### src/rtl/td4_pkg.sv
// Shared types and encodings for the TD4 fetch/execute sequencer.
// Opcodes, ALU select codes, load-strobe bit positions and FSM states.
package td4_pkg;

    typedef enum logic [3:0] {
        OP_ADD_A   = 4'h0,
        OP_MOV_AB  = 4'h1,
        OP_IN_A    = 4'h2,
        OP_MOV_A   = 4'h3,
        OP_MOV_BA  = 4'h4,
        OP_ADD_B   = 4'h5,
        OP_IN_B    = 4'h6,
        OP_MOV_B   = 4'h7,
        OP_HALT    = 4'h8,
        OP_OUT_B   = 4'h9,
        OP_OUT_IMM = 4'hB,
        OP_JNC     = 4'hE,
        OP_JMP     = 4'hF
    } op_t;

    localparam logic [1:0] SEL_A    = 2'b00;
    localparam logic [1:0] SEL_B    = 2'b01;
    localparam logic [1:0] SEL_IN   = 2'b10;
    localparam logic [1:0] SEL_ZERO = 2'b11;

    localparam logic [1:0] LD_A   = 2'd3;
    localparam logic [1:0] LD_B   = 2'd2;
    localparam logic [1:0] LD_OUT = 2'd1;
    localparam logic [1:0] LD_PC  = 2'd0;

    localparam logic [3:0] LD_NONE = 4'b1111;

    typedef enum logic [1:0] {
        ST_IDLE  = 2'd0,
        ST_FETCH = 2'd1,
        ST_EXEC  = 2'd2,
        ST_HALT  = 2'd3
    } state_t;

    // Active-low strobe vector with only the given load bit asserted.
    function automatic logic [3:0] ld_strobe(input logic [1:0] idx);
        logic [3:0] v;
        v      = LD_NONE;
        v[idx] = 1'b0;
        return v;
    endfunction

endpackage

### src/rtl/td4_sequencer_if.sv
// Instruction-memory fetch handshake between the sequencer and program store.
// The sequencer holds req/addr until valid is returned.
interface td4_sequencer_if #(
    parameter int DW = 4,
    parameter int AW = 4
) ();
    logic          req;
    logic [AW-1:0] addr;
    logic          valid;
    logic [DW+3:0] data;

    modport master (output req, output addr, input valid, input data);
    modport slave  (input req, input addr, output valid, output data);
endinterface

### src/rtl/td4_op_decode.sv
// Combinational TD4 opcode decoder: ALU select and active-low load strobes.
// Undefined opcodes decode as a NOP and raise is_illegal.
module td4_op_decode
    import td4_pkg::*;
(
    input  logic [3:0] op,
    input  logic       c_flag,
    output logic [1:0] sel,
    output logic [3:0] ld_n,
    output logic       is_halt,
    output logic       is_illegal
);

    always_comb begin
        sel        = SEL_A;
        ld_n       = LD_NONE;
        is_halt    = 1'b0;
        is_illegal = 1'b0;
        case (op)
            OP_ADD_A:   begin sel = SEL_A;    ld_n = ld_strobe(LD_A);   end
            OP_MOV_AB:  begin sel = SEL_B;    ld_n = ld_strobe(LD_A);   end
            OP_IN_A:    begin sel = SEL_IN;   ld_n = ld_strobe(LD_A);   end
            OP_MOV_A:   begin sel = SEL_ZERO; ld_n = ld_strobe(LD_A);   end
            OP_MOV_BA:  begin sel = SEL_A;    ld_n = ld_strobe(LD_B);   end
            OP_ADD_B:   begin sel = SEL_B;    ld_n = ld_strobe(LD_B);   end
            OP_IN_B:    begin sel = SEL_IN;   ld_n = ld_strobe(LD_B);   end
            OP_MOV_B:   begin sel = SEL_ZERO; ld_n = ld_strobe(LD_B);   end
            OP_OUT_B:   begin sel = SEL_B;    ld_n = ld_strobe(LD_OUT); end
            OP_OUT_IMM: begin sel = SEL_ZERO; ld_n = ld_strobe(LD_OUT); end
            OP_JMP:     begin sel = SEL_ZERO; ld_n = ld_strobe(LD_PC);  end
            OP_JNC: begin
                // Jump only when the previous instruction produced no carry.
                if (!c_flag) begin
                    sel  = SEL_ZERO;
                    ld_n = ld_strobe(LD_PC);
                end
            end
            OP_HALT: is_halt = 1'b1;
            default: is_illegal = 1'b1;
        endcase
    end

endmodule

### src/rtl/td4_sequencer.sv
// TD4 fetch/execute sequencer: owns pc, carry flag and instruction register,
// fetches over a valid-qualified handshake and strobes the datapath in EXEC.
//
// state | meaning
// IDLE  | waiting for run before fetching
// FETCH | imem_req high at pc, waiting for imem_valid
// EXEC  | one cycle; decoded strobes drive the datapath, pc/c_flag update
// HALT  | terminal after HALT opcode until reset
module td4_sequencer
    import td4_pkg::*;
#(
    parameter int DW = 4,
    parameter int AW = 4    // AW must not exceed DW; jump targets come from imm
) (
    input  logic                  clk,
    input  logic                  rst_n,
    input  logic                  run,
    td4_sequencer_if.master       imem,
    input  logic                  alu_cout,
    output logic [1:0]            sel,
    output logic [3:0]            ld_n,
    output logic [DW-1:0]         imm,
    output logic                  halted,
    output logic                  illegal
);

    state_t        state;
    logic [AW-1:0] pc;
    logic          c_flag;
    logic [DW+3:0] ir;

    logic [1:0] dec_sel;
    logic [3:0] dec_ld_n;
    logic       dec_halt;
    logic       dec_illegal;
    logic       in_exec;

    td4_op_decode u_decode (
        .op         (ir[DW+3:DW]),
        .c_flag     (c_flag),
        .sel        (dec_sel),
        .ld_n       (dec_ld_n),
        .is_halt    (dec_halt),
        .is_illegal (dec_illegal)
    );

    always_ff @(posedge clk) begin
        if (!rst_n) begin
            state  <= ST_IDLE;
            pc     <= '0;
            c_flag <= 1'b0;
            ir     <= '0;
        end else begin
            case (state)
                ST_IDLE: if (run) state <= ST_FETCH;
                ST_FETCH: begin
                    if (imem.valid) begin
                        ir    <= imem.data;
                        state <= ST_EXEC;
                    end
                end
                ST_EXEC: begin
                    c_flag <= alu_cout;
                    pc     <= !dec_ld_n[LD_PC] ? ir[AW-1:0] : pc + AW'(1);
                    if (dec_halt)  state <= ST_HALT;
                    else if (run)  state <= ST_FETCH;
                    else           state <= ST_IDLE;
                end
                ST_HALT: state <= ST_HALT;
                default: state <= ST_IDLE;
            endcase
        end
    end

    // Decoder outputs are forced inactive everywhere except the EXEC cycle.
    assign in_exec   = (state == ST_EXEC);
    assign imem.req  = (state == ST_FETCH);
    assign imem.addr = pc;
    assign sel       = in_exec ? dec_sel : SEL_A;
    assign ld_n      = in_exec ? dec_ld_n : LD_NONE;
    assign imm       = in_exec ? ir[DW-1:0] : '0;
    assign illegal   = in_exec & dec_illegal;
    assign halted    = (state == ST_HALT);

endmodule

### src/flat_wrapper.sv
// flat-port wrapper written by rule: the top's interface ports become plain ports
module td4_sequencer_flat import td4_pkg::*;
#(
    parameter int DW = 4,
    parameter int AW = 4                                                        
)
  (clk, rst_n, run, alu_cout, sel, ld_n, imm, halted, illegal, imem_req, imem_addr, imem_valid, imem_data);
  td4_sequencer_if #(.DW(DW), .AW(AW)) imem_i ();
  input  logic clk;
  input  logic rst_n;
  input  logic run;
  input  logic alu_cout;
  output logic [1:0] sel;
  output logic [3:0] ld_n;
  output logic [DW-1:0] imm;
  output logic halted;
  output logic illegal;
  output wire logic [$bits(imem_i.req)-1:0] imem_req;
  output wire logic [$bits(imem_i.addr)-1:0] imem_addr;
  input wire logic [$bits(imem_i.valid)-1:0] imem_valid;
  input wire logic [$bits(imem_i.data)-1:0] imem_data;
  assign imem_req = imem_i.req;
  assign imem_addr = imem_i.addr;
  assign imem_i.valid = imem_valid;
  assign imem_i.data = imem_data;
  td4_sequencer #(.DW(DW), .AW(AW)) u_core (.clk(clk), .rst_n(rst_n), .run(run), .imem(imem_i), .alu_cout(alu_cout), .sel(sel), .ld_n(ld_n), .imm(imm), .halted(halted), .illegal(illegal));
endmodule
### config.mk
export PLATFORM = sky130hd
export DESIGN_NAME = td4_sequencer_flat
export DESIGN_NICKNAME = d
export VERILOG_FILES = /design/src/rtl/td4_pkg.sv /design/src/rtl/td4_sequencer_if.sv /design/src/rtl/td4_op_decode.sv /design/src/rtl/td4_sequencer.sv /design/src/flat_wrapper.sv
export SDC_FILE = /design/constraint.sdc
export NUM_CORES = 1
export LEC_CHECK = 0
export ABC_AREA = 1
export CORE_MARGIN = 2
export CORE_UTILIZATION = 43
export DETAILED_ROUTE_END_ITERATION = 12
export GPL_ROUTABILITY_DRIVEN = 0
export PLACE_DENSITY = 0.81
export SYNTH_ARGS = -nofsm -noshare
export SYNTH_HDL_FRONTEND = slang
export SYNTH_SLANG_ARGS = --single-unit
### constraint.sdc
create_clock -name clk -period 1.5 [get_ports clk]
set_clock_uncertainty 0.2 [all_clocks]
set_input_delay 0.225 -clock clk [delete_from_list [all_inputs] [get_ports clk]]
set_output_delay 0.225 -clock clk [all_outputs]
set_load 0.02 [all_outputs]
==> metrics.txt, run 1 <==
status finished, violations left; failing checks negative setup slack; clock latency on the worst-skew pair 280 ps; Reg power frac 0.473; row count 16; Top-Level Pins 30; crit end category output pin; flop2flop setup slack 40 ps; CP Max Fanout 5; clock power share 0.249; HPWL after DPL 1900 um; post-synth top area cell dfxtp_1; Non-Filler Instances 209; DRT antenna net count 0; min Tclk post-route 1690 ps; Setup WS pre-CTS -418 ps; Die X 48.6 um; synth warn 0; clk slew on worst S/H paths 90 ps; fin crit share 1.13; Worst R2R End u_core.imem.addr[2]; Pwr Total 0.949 mW; pin count of the biggest net entering global routing 18; cell area power density 616 nW/um^2; Hold Crit Class reg2reg; register bit total from synthesis 15; hold path depth 2; Hold Violations, Final 0; Crit Path Category reg2out; drt pass-1 iters 5; syn_area_per_cell 6.79 sq um; Required @ worst endpoint 1070 ps; DRT Wirelength 3080 um; ranking of synthesized cells by area dfxtp_1, inv_1, nand2_1, a21oi_1, nand3_1; # Max-Cap Violations 0; H-Tree Depth 1; Fmax 591 MHz; Slew HR 0.806; global route total overflow 0; initial DRC count 40; Worst Hold Launch u_core.ir[1]; cts hold-fix bufs 0; Die ar. 2360 sq um; Hold Path Sink u_core.ir[1]; Routed WL per cell 14.8 um; first-pass GRT wire length 4840 um; Cells after Synth 126; Sink Count 15; most frequent cells after synthesis inv_1, nand2_1, dfxtp_1; clock tree buffer depth 2; Cell variety after synth 23; CORE AREA 1920 sq um; Reg2Reg Depth 9; syn_nets 140; Area Growth Syn to Fin 79.8%; RR Startpoint u_core.state[0]; Starting Density 0.445; antenna cells 0; Critical Path AT 1270 ps; P_sw 0.292 mW; share of layout cells above drive strength 1 0.451; Nets 197; CTS root buf clkbuf_4; register area share after synthesis 0.351; initial antenna violation count 0; Die Y 48.6 um; Peak supply drop 0.000571 V; detailed-route vias per instance 5.24; final worst slack -193 ps; CP startpoint kind flop; combinational share of power 0.278; cell total after placement 202; Internal 0.656 mW; RSZ-0062 raised after global routing true; vias in the first global route 1087; number of synthesized flops with an enable pin 0; final setup fails 12; Post-Syn Area 856 sq um; All-Layer GR Usage 0.266; leak pwr 0.694 nW; worst slew pin tran 290 ps; CTS Buf Count 3; vias post-DR 1096; I/O Buffers 29; Sw Ratio 0.308; Main synth FF type dfxtp_1; Pins Over Slew Limit 0; DRC viols 0; Async SR Flop Fraction 0; post-synth top area share 0.351; CTS tree built
per-layer routing:
metal	track usage	vias to the layer above	share of wire
li1	-	520	-
met1	0.282	515	0.37
met2	0.516	44	0.56
met3	0.0247	17	0.035
met4	0.129	0	0.032
met5	0	-	0
logic make-up after synthesis:
logic type,Yosys count,synth area share
AOI/OAI and AO/OA,27,0.177
DFF,15,0.351
and+or+nand+nor,53,0.298
adders and majority gates,1,0.0146
buffers and inverters,30,0.159
flip-flops by register name, indices dropped and copies added (netlist names):
signal	cells
u_core.state	2
u_core.imem.addr	4
u_core.ir	8
u_core.c_flag	1
power groups by stage:
stage	Sequential [mW]	Clock, mW	Combinational (mW)
finish	0.448	0.236	0.264
global route	0.450	0.252	0.284
CTS	0.444	0.233	0.242
detailed placement	0.450	0	0.226
global placement	0.447	0	0.217
floorplan	0.449	0	0.105
area by class of cell:
type                            count  area, sq um
Fill cell                         129          383
Timing Repair Buffer               57          542
Multi-Input combinational cell     81          520
Clock buffer                        4         26.3
Inverter                           25         98.8
Sequential cell                    15          318
Tap cell                           27         33.8
worst max-delay path by stage:
stage	start	endpoint	slack, ps	depth (start not counted)
6_report	u_core.state[0]	ld_n[0]	-190	6
5_1_grt	u_core.ir[6]	sel[1]	-260	7
4_1_cts	u_core.state[1]	ld_n[0]	-200	7
3_5_place_dp	u_core.ir[6]	sel[0]	-420	5
3_3_place_gp	u_core.ir[6]	sel[0]	-340	5
2_1_floorplan	u_core.state[1]	sel[0]	-3	5
layout by cell type, fill, tap and decap left out, drive strengths merged:
cell,count
buf,41
inv,25
a211oi,1
clkdlybuf4s50,12
ha,1
o22ai,1
nor2,11
dfxtp,15
o21ai,10
nor3b,1
clkbuf,4
dlygate4sd2,4
nand3,10
nor3,4
nand4,5
a21oi,15
nand2,22
worst max-delay path, cell delays in order (launching register included):
cell and delay, ps:
dfxtp_2 360, nor2_4 150, inv_4 90, buf_12 140
nor2_4 80, inv_2 40, buf_6 120
timing repair:
| item | CTS | global route |
|---|---|---|
| setup endpoints to repair | 18 | 23 |
| buffers inserted | 3 | 3 |
| resized for setup | 100 | 20 |
| pin swaps | 5 | 3 |
metrics by stage:
stage	TNS (ps)	cell area, sq um	util	hold slack, ps
final	-1760	1540	0.801	318
after global placement	-3310	1350	0.703	260
after floorplan	-2.64	870	-	163
after global routing	-2320	1540	0.801	341
after CTS	-1470	1460	0.759	286
after detailed placement	-4250	1350	0.703	273
No activity file was read; power rests on OpenSTA's default activity.
==> run 2: changes to the inputs <==
- CELL_PAD_IN_SITES_DETAIL_PLACEMENT: unset -> 0
- CELL_PAD_IN_SITES_GLOBAL_PLACEMENT: unset -> 2
- CORE_UTILIZATION: 43 -> 23
- PLACE_DENSITY: 0.81 -> unset
- PLACE_DENSITY_LB_ADDON: unset -> 0.12
==> run 2 against run 1 <==
Net effect: the flow still finishes with violations (negative setup slack); clock-buffer cell count did not move; power increased by 8.1%; sequential share of layout area decreased by 0.096 points; critical path type unchanged.
==> metrics.txt, run 2 (synthesized netlist as in run 1, its figures left out) <==
crit end category output pin; Setup WS pre-CTS -380 ps (+38.6 ps); share of layout cells above drive strength 1 0.411 (-0.0397); antenna cells 0 (unchanged); Area Growth Syn to Fin 79.2%; worst slew pin tran 288 ps (-2.07 ps); Routed WL per cell 10.5 um (-29%); HPWL after DPL 1740 um (-8.7%); first-pass GRT wire length 4280 um (-12%); row count 22 (+6); DRT Wirelength 2450 um (-21%); CP max stage delay 360 ps (about the same); worst-path cell chain nand2_4, inv_4, buf_6, a211oi_4, buf_6; leading cell type in the layout, fill and taps excluded buf_4; commonest non-fill, non-tap cells in the layout buf_4, inv_1, nand2_1, a21oi_1, clkdlybuf4s50_1; pin count of the biggest net entering global routing 18 (unchanged); initial DRC count 20 (-50%); setup TNS -557 ps (+1210 ps); Crit Path Category reg2out; max FFs per register 8 (unchanged); RR Startpoint u_core.state[1]; status finished, violations left; crit path max-delay cell type dfxtp_4; H-Tree Depth 1 (unchanged); Hold Path Sink u_core.ir[1]; CTS Buf Count 3 (unchanged); CTS root buf clkbuf_8; drt pass-1 iters 4 (-1); final setup fails 10 (-2); global route total overflow 0 (unchanged); Die X 65 um (+34%); failing checks negative setup slack; Filler cells 391 (+200%); Critical Path AT 1220 ps (-50 ps); All-Layer GR Usage 0.131 (-0.135); Slew HR 0.807 (+0.00139); leak pwr 0.709 nW (+2.0%); Top-Level Pins 30 (unchanged); Worst R2R End u_core.imem.addr[2]; vias post-DR 991 (-9.6%); CP bufs+invs 3 (-1); flop2flop setup slack 80 ps (+40 ps); Worst Hold Launch u_core.ir[1]; CP startpoint kind flop; Nets 200 (+1.5%); CTS tree built; fin crit share 1.10 (-0.0302); clock latency on the worst-skew pair 250 ps (-30 ps); Top reg by flops u_core.ir; Die ar. 4230 sq um (+79%); I/O Buffers 29 (unchanged); initial antenna violation count 0 (unchanged); clock tree buffer depth 2 (unchanged); clk slew on worst S/H paths 70 ps (-20 ps); final worst slack -148 ps (+45.4 ps); Hold Crit Class reg2reg; DRT antenna net count 0 (unchanged); Required @ worst endpoint 1070 ps (about the same); critical path's top delay family flip-flops; detailed-route vias per instance 4.25 (-19%); min Tclk post-route 1650 ps (-45.4 ps); Starting Density 0.237 (-0.208); CORE AREA 3610 sq um (+88%); DRC viols 0 (unchanged); Reg2Reg Depth 10 (+1); hold slack 277 ps (-41.0 ps); # Max-Cap Violations 0 (unchanged); cell area power density 668 nW/um^2 (+8.4%); most frequent CP cell buf_6; Fmax 607 MHz (+2.8%); cts hold-fix bufs 0 (unchanged); FF+latch area 315 sq um (-0.79%); Sink Count 15 (unchanged); Final Util 0.425 (-0.375); Die Y 65 um (+34%); CP Max Fanout 5 (unchanged); Peak supply drop 0.000458 V (-20%); RSZ-0062 raised after global routing true; Multi-input gate area 488 sq um (-6.2%); hold path depth 2 (unchanged); vias in the first global route 1023 (-5.9%); Hold Violations, Final 0 (unchanged); Pins Over Slew Limit 0 (unchanged)
## run 2: worst reg2reg max path, cell delays in order, from the launching register on
cell and delay, ps:
dfxtp_2 330, inv_2 40, nor2_4 120, buf_6 140, buf_4 100, buf_6 110
nand3_2 50, nand2_1 60, inv_1 40, nor2_1 70, nor2_1 50
## run 2: how the worst max path moves through the flow
stage,start,slack [ps],to,depth (start not counted)
2_1_floorplan,u_core.state[1],-3,sel[0],5
3_3_place_gp,u_core.ir[6],-370,illegal,6
3_5_place_dp,u_core.ir[7],-380,sel[0],5
4_1_cts,u_core.ir[6],-160,illegal,6
5_1_grt,u_core.state[1],-200,sel[0],5
6_report,u_core.ir[7],-150,sel[0],5
## run 2: cell type report
class / instances / share of cell area
sequential: 15 / 0.206
multi-input combinational: 81 / 0.318
tap: 48 / 0.0392
inverter: 25 / 0.0661
clock buffer: 4 / 0.0294
timing repair buffer: 60 / 0.342
## run 2: metal layers
layer | track usage | wire [um] | up-vias | part of all wire
li1 | - | - | 525 | -
met1 | 0.156 | 1120 | 450 | 0.46
met2 | 0.220 | 1230 | 14 | 0.50
met3 | 0.0382 | 71 | 2 | 0.029
met4 | 0.0532 | 22 | 0 | 0.0090
met5 | 0 | 0 | - | 0
## run 2: repair_timing
action,4_1_cts,5_1_grt
buffers inserted,5,1
gates cloned,0,0
pin swaps,5,2
gates resized for setup,86,18
endpoints found under the setup margin,17,21
## run 2: metrics by stage
| step | instances | total power [mW] | cell area, sq um |
|---|---|---|---|
| final | 233 | 1.03 | 1530 |
| after global routing | 233 | 1.08 | 1530 |
| after CTS | 233 | 1.03 | 1470 |
| after detailed placement | 224 | 0.671 | 1370 |
| after global placement | 224 | 0.670 | 1370 |
| after floorplan | 126 | 0.554 | 870 |
## run 2: power by group
part	internal [mW]	total, mW	switching, mW
clock network	0.188	0.339	0.151
registers	0.421	0.444	0.0223
logic	0.127	0.242	0.115
==> run 3: changes to the inputs <==
- ABC_CLOCK_PERIOD_IN_PS: unset -> 1500
==> results of run 3 <==
The final DEF is identical to that of run 2; final timing and power are the same.
